File: config.mk
export PLATFORM = sky130hd
export DESIGN_NAME = xor_cipher_cfg_loader
export DESIGN_NICKNAME = d
export VERILOG_FILES = /design/src/rtl/xor_cipher_cfg_loader.sv
export SDC_FILE = /design/constraint.sdc
export NUM_CORES = 1
export LEC_CHECK = 0
export BUFFER_PORTS_ARGS = -buffer_cell sky130_fd_sc_hd__buf_2
export CAP_MARGIN = 40
export CORE_MARGIN = 1.5
export CORE_UTILIZATION = 37
export CTS_BUF_LIST = sky130_fd_sc_hd__clkbuf_8 sky130_fd_sc_hd__clkbuf_16
export CTS_CLUSTER_DIAMETER = 200
export DETAILED_ROUTE_END_ITERATION = 16
export PLACE_DENSITY_LB_ADDON = 0.2
export SETUP_SLACK_MARGIN = 0.1
export SKIP_LAST_GASP = 1
export SYNTH_ARGS = -nofsm -noshare
export SYNTH_HDL_FRONTEND = slang
export SYNTH_SLANG_ARGS = --single-unit
File: constraint.sdc
create_clock -name clk -period 3 [get_ports clk]
set_input_delay 0.45 -clock clk [delete_from_list [all_inputs] [get_ports clk]]
set_output_delay 0.45 -clock clk [all_outputs]
set_load 0.02 [all_outputs]
File: src/rtl/xor_cipher_cfg_loader.sv
// Byte-wide loader for the XOR cipher's serial configuration chain.
// Optional readback of the displaced configuration: define XOR_CIPHER_CFG_READBACK_EN.
module xor_cipher_cfg_loader #(
  parameter int CFG_BITS  = 131,
  parameter int NUM_BYTES = 17
) (
  input  logic       clk,
  input  logic       rst_n,
  input  logic [7:0] in_data,
  input  logic       in_valid,
  output logic       in_ready,
  input  logic       clear,
  output logic       busy,
  output logic       done,
  output logic       cfg_en,
  output logic       cfg_i,
  input  logic       cfg_rx,
  output logic [7:0] rd_data,
  output logic       rd_valid,
  input  logic       rd_ready
);
  localparam int BCW = $clog2(NUM_BYTES + 1);
  localparam int BIW = $clog2(CFG_BITS);

  // Handshakes: a byte moves on in_valid & in_ready (or rd_valid & rd_ready)
  // at a rising clk edge; the sender holds data stable until it moves.
  typedef enum logic [1:0] {FILL, SHIFT, READOUT} state_t;

  state_t         state, state_nxt;
  logic [BCW-1:0] byte_cnt;
  logic [BIW-1:0] bit_cnt;
  logic [CFG_BITS-1:0] shadow;
  logic           accept, last_byte, last_bit;

  // in_ready stays low during the done cycle so the next frame starts after it.
  assign in_ready  = (state == FILL) && !done;
  assign busy      = (state == SHIFT) || (state == READOUT);
  assign accept    = in_valid && in_ready && !clear;
  assign last_byte = (byte_cnt == BCW'(NUM_BYTES - 1));
  assign last_bit  = (bit_cnt == BIW'(CFG_BITS - 1));

`ifdef XOR_CIPHER_CFG_READBACK_EN
  logic [BCW-1:0]          rd_idx;
  logic [CFG_BITS-1:0]     capture;
  logic [8*NUM_BYTES-1:0]  capture_ext;
  logic                    rd_last;

  assign rd_last     = (rd_idx == BCW'(NUM_BYTES - 1));
  assign capture_ext = {{(8*NUM_BYTES-CFG_BITS){1'b0}}, capture};
  assign rd_data     = rd_valid ? capture_ext[{rd_idx, 3'b000} +: 8] : 8'h00;

  always_ff @(posedge clk or negedge rst_n) begin
    if (!rst_n) begin
      capture  <= '0;
      rd_idx   <= '0;
      rd_valid <= 1'b0;
    end else begin
      if (cfg_en) capture <= {cfg_rx, capture[CFG_BITS-1:1]};
      if (state == READOUT) begin
        if (done) begin
          rd_valid <= 1'b1;
        end else if (rd_valid && rd_ready) begin
          if (rd_last) begin
            rd_valid <= 1'b0;
            rd_idx   <= '0;
          end else begin
            rd_idx <= rd_idx + 1'b1;
          end
        end
      end
    end
  end
`else
  logic unused_rx;
  assign unused_rx = cfg_rx ^ rd_ready;
  assign rd_data   = 8'h00;
  assign rd_valid  = 1'b0;
`endif

  always_ff @(posedge clk or negedge rst_n) begin
    if (!rst_n) state <= FILL;
    else        state <= state_nxt;
  end

  always_comb begin
    state_nxt = state;
    case (state)
      FILL:  if (accept && last_byte) state_nxt = SHIFT;
      SHIFT: begin
`ifdef XOR_CIPHER_CFG_READBACK_EN
        if (last_bit) state_nxt = READOUT;
`else
        if (last_bit) state_nxt = FILL;
`endif
      end
      READOUT: begin
`ifdef XOR_CIPHER_CFG_READBACK_EN
        if (rd_valid && rd_ready && rd_last) state_nxt = FILL;
`else
        state_nxt = FILL;
`endif
      end
      default: state_nxt = FILL;
    endcase
  end

  // cfg_i is preloaded with shadow[0] on the last accept so cfg_en and the
  // first bit appear together on the following cycle.
  always_ff @(posedge clk or negedge rst_n) begin
    if (!rst_n) begin
      byte_cnt <= '0;
      bit_cnt  <= '0;
      shadow   <= '0;
      cfg_en   <= 1'b0;
      cfg_i    <= 1'b0;
      done     <= 1'b0;
    end else begin
      done <= 1'b0;
      case (state)
        FILL: begin
          if (clear) begin
            byte_cnt <= '0;
          end else if (accept) begin
            for (int i = 0; i < CFG_BITS; i++)
              if (byte_cnt == BCW'(i / 8)) shadow[i] <= in_data[i % 8];
            if (last_byte) begin
              byte_cnt <= '0;
              bit_cnt  <= '0;
              cfg_en   <= 1'b1;
              cfg_i    <= shadow[0];
            end else begin
              byte_cnt <= byte_cnt + 1'b1;
            end
          end
        end
        SHIFT: begin
          shadow <= {1'b0, shadow[CFG_BITS-1:1]};
          if (last_bit) begin
            cfg_en  <= 1'b0;
            cfg_i   <= 1'b0;
            done    <= 1'b1;
            bit_cnt <= '0;
          end else begin
            cfg_i   <= shadow[1];
            bit_cnt <= bit_cnt + 1'b1;
          end
        end
        default: ;
      endcase
    end
  end
endmodule
==> results_dict.tcl <==
set metrics [dict create \
    clk_pin_slew_ns 0.06 \
    die-area_um2 20100 \
    initialDrtViolationCount 377 \
    synthAdderAreaFrac_pct 1.23 \
    finalClockSkew_ns 0.0113 \
    seq_area_um2 3710 \
    max_stage_delay_ns 0.66 \
    vias 4960 \
    vias_per_cell 5.27 \
    initial_core_util_pct 37.9 \
    hold_viol 0 \
    io_buffers 16 \
    ir_drop_v 0.000299 \
    arrival_ns 2.50 \
    final_nets 716 \
    drtAntennaViolNets 0 \
    syn_area_um2 7110 \
    clockRootBuffer "clkbuf_16" \
    drive_gt1_share_pct 10.2 \
    synthTopCellsByCount "nand2_1 (155), dfrtp_1 (148), o21ai_0 (129)" \
    synthSimpleGateAreaFrac_pct 13.6 \
    ys.flop_type "dfrtp_1" \
    hold_class "primary input to asynchronous set/reset pin" \
    synth_edf_count 0 \
    stdcell_count 942 \
    start_kind "flip-flop" \
    cap_violations 0 \
    post-cts-setup-buffers 0 \
    crit_top_cell "nand2_1" \
    crit_chain "nor4b_4 -> nand2_1 -> nand2_1 -> mux2_2" \
    timing.final.crit_share_pct 73.1 \
    cts_tree "built" \
    grt_pass1_vias 4843 \
    clockBufferDepth 2 \
    cts.hold.buffers_added 0 \
    p_per_area_nw_per_um2 615 \
    htreeDepth 4 \
    cts_buffers 17 \
    wirelength_um 15200 \
    dpl.hpwl_um 9000 \
    cpMaxStageDelayCell "nor4b_4" \
    drv_slew 0 \
    critPathCaptureType "flip-flop" \
    ys_seq_area_share_pct 52.1 \
    grt_use_total_pct 16.3 \
    antenna_found_initial 0 \
    cts_resized 0 \
    n_antenna_cell 0 \
    grt_max_degree 118 \
    synth_area_per_cell_um2 10.1 \
    gp_congestion 0.802 \
    timing_worst_setup_path_type "flip-flop to flip-flop" \
    synth_top_area_share_pct 52.1 \
    setup_tns_ns 0 \
    synth_cells 701 \
    num_rows 50 \
    min_period_ns 2.19 \
    io_pins 28 \
    setup_viol 0 \
    synth-compound-area-share_pct 11.8 \
    max_freq_mhz 456 \
    ys_async_sr_fraction_pct 100 \
    cp_max_fo 19 \
    grt_pass1_wl_um 25400 \
    ys_types 39 \
    synth_top_family_by_area "multiplexers" \
    die_h_um 142 \
    insertion_delay_ns 0.43 \
    first_pass_iters 4 \
    wl_per_cell_um 16.2 \
    die_x_um 142 \
    synthXorXnorAreaFrac_pct 0.123 \
    slew_headroom_pct 40.6 \
    synth_mux_area_share_pct 17.1 \
    yosys-top-cells-area "dfrtp_1 (52%), mux2i_1 (17%), o21ai_0 (9.1%)" \
    core_um2 18800 \
    rsz0062_at_grt "no" \
    ys_ff_latch 148 \
    ys_warn_count 0 \
    fillers 1781 \
    syn2layout_area_growth_pct 11.9 \
    yosysMostFrequentCell "nand2_1" \
    drc 0 \
    multi_input_area_um2 3160 \
    worstPathRequired_ns 3.30 \
    outcome "finished, final reports clean" \
    clock-sinks 148 \
    dp.cells 910 \
    tightest_slew_ns 0.890 \
    grt_overflow 0 \
    p_leak_uw 0.00372 \
    yosysTopAreaCell "dfrtp_1" \
]
[sequential cells by signal, summed over array words and instances (netlist names)]
| register | count |
|---|---|
| bit_cnt | 8 |
| cfg_i | 1 |
| shadow | 131 |
| state | 1 |
| byte_cnt | 5 |
| done | 1 |
| cfg_en | 1 |
[path summary, 6_finish.rpt]
kind,start,end,slack (ns),cells after the start
worst max-delay path,state[0],cfg_i,0.81,4
worst min register to register,shadow[6],shadow[5],0.48,2
worst min-delay path,rst_n,shadow[50],0.02,1
min in group clk,shadow[6],shadow[5],0.48,2
worst max register to register,state[0],cfg_i,0.81,4
max in group asynchronous,rst_n,cfg_i,2.24,2
[stage by stage]
step	area, µm²	power (µW)	worst slack (ns)	hold WS [ns]	util (%)
CTS	7960	4950	0.778	0.0561	42.4
finish	7960	4890	0.806	0.0161	42.4
global route	7960	5120	0.642	0.0787	42.4
detailed placement	7360	2780	0.792	0.463	39.2
floorplan	7140	2630	1.02	0.154	-
global placement	7330	2750	0.798	0.461	39.1
[layout make-up]
cell class / instances / share of cell area, %
sequential: 148 / 46.6
multi-input combinational: 497 / 39.7
clock buffer: 19 / 5.69
tap: 234 / 3.68
timing repair buffer: 24 / 2.25
clock inverter: 13 / 1.79
inverter: 7 / 0.330
[power breakdown]
part / switching [µW] / internal, µW
Sequential: 121 / 2220
Clock: 820 / 1330
Combinational: 240 / 157
Total: 1180 / 3710
[worst max-delay path: cells and delay by family, from the launching register on]
kind             cells  cell delay [ns]
DFF                  1             0.58
and+or+nand+nor      3             1.14
muxes                1             0.35
[routing by layer]
| metal | up-vias | part of all wire, % | global-route usage (%) |
|---|---|---|---|
| met5 | - | 0 | 0 |
| met4 | 0 | 1.3 | 5.70 |
| met3 | 12 | 2.2 | 3.14 |
| met2 | 53 | 49 | 26.9 |
| met1 | 2496 | 48 | 21.5 |
| li1 | 2399 | - | - |
[layout by cell type (no fill, tap or decap), types with 2 or more instances in the layout]
cell        count
a21oi_1         6
a22o_1          3
a22oi_1        10
a31oi_1         4
and2_1          3
and3_1          3
buf_2          15
buf_4           6
bufinv_16       3
clkbuf_16      17
clkbuf_8        2
clkinv_2        3
clkinvlp_4      3
conb_1          9
dfrtp_1       147
ha_1            7
inv_1          11
mux2i_1       120
nand2_1       155
nand2b_1        3
nand3_1         3
nand3_2         4
nand4_2        11
nor2_1          5
nor2b_1         4
nor3_1          2
o21ai_0       129
[cells by family after synthesis]
group / Yosys count
AOI/OAI and AO/OA: 157
xor gates and xnor gates: 1
adders and majority gates: 7
buffers and inverters: 64
DFF: 148
muxes: 121
other: 1
and+or+nand+nor: 202
No activity file was read; power rests on OpenSTA's default activity.
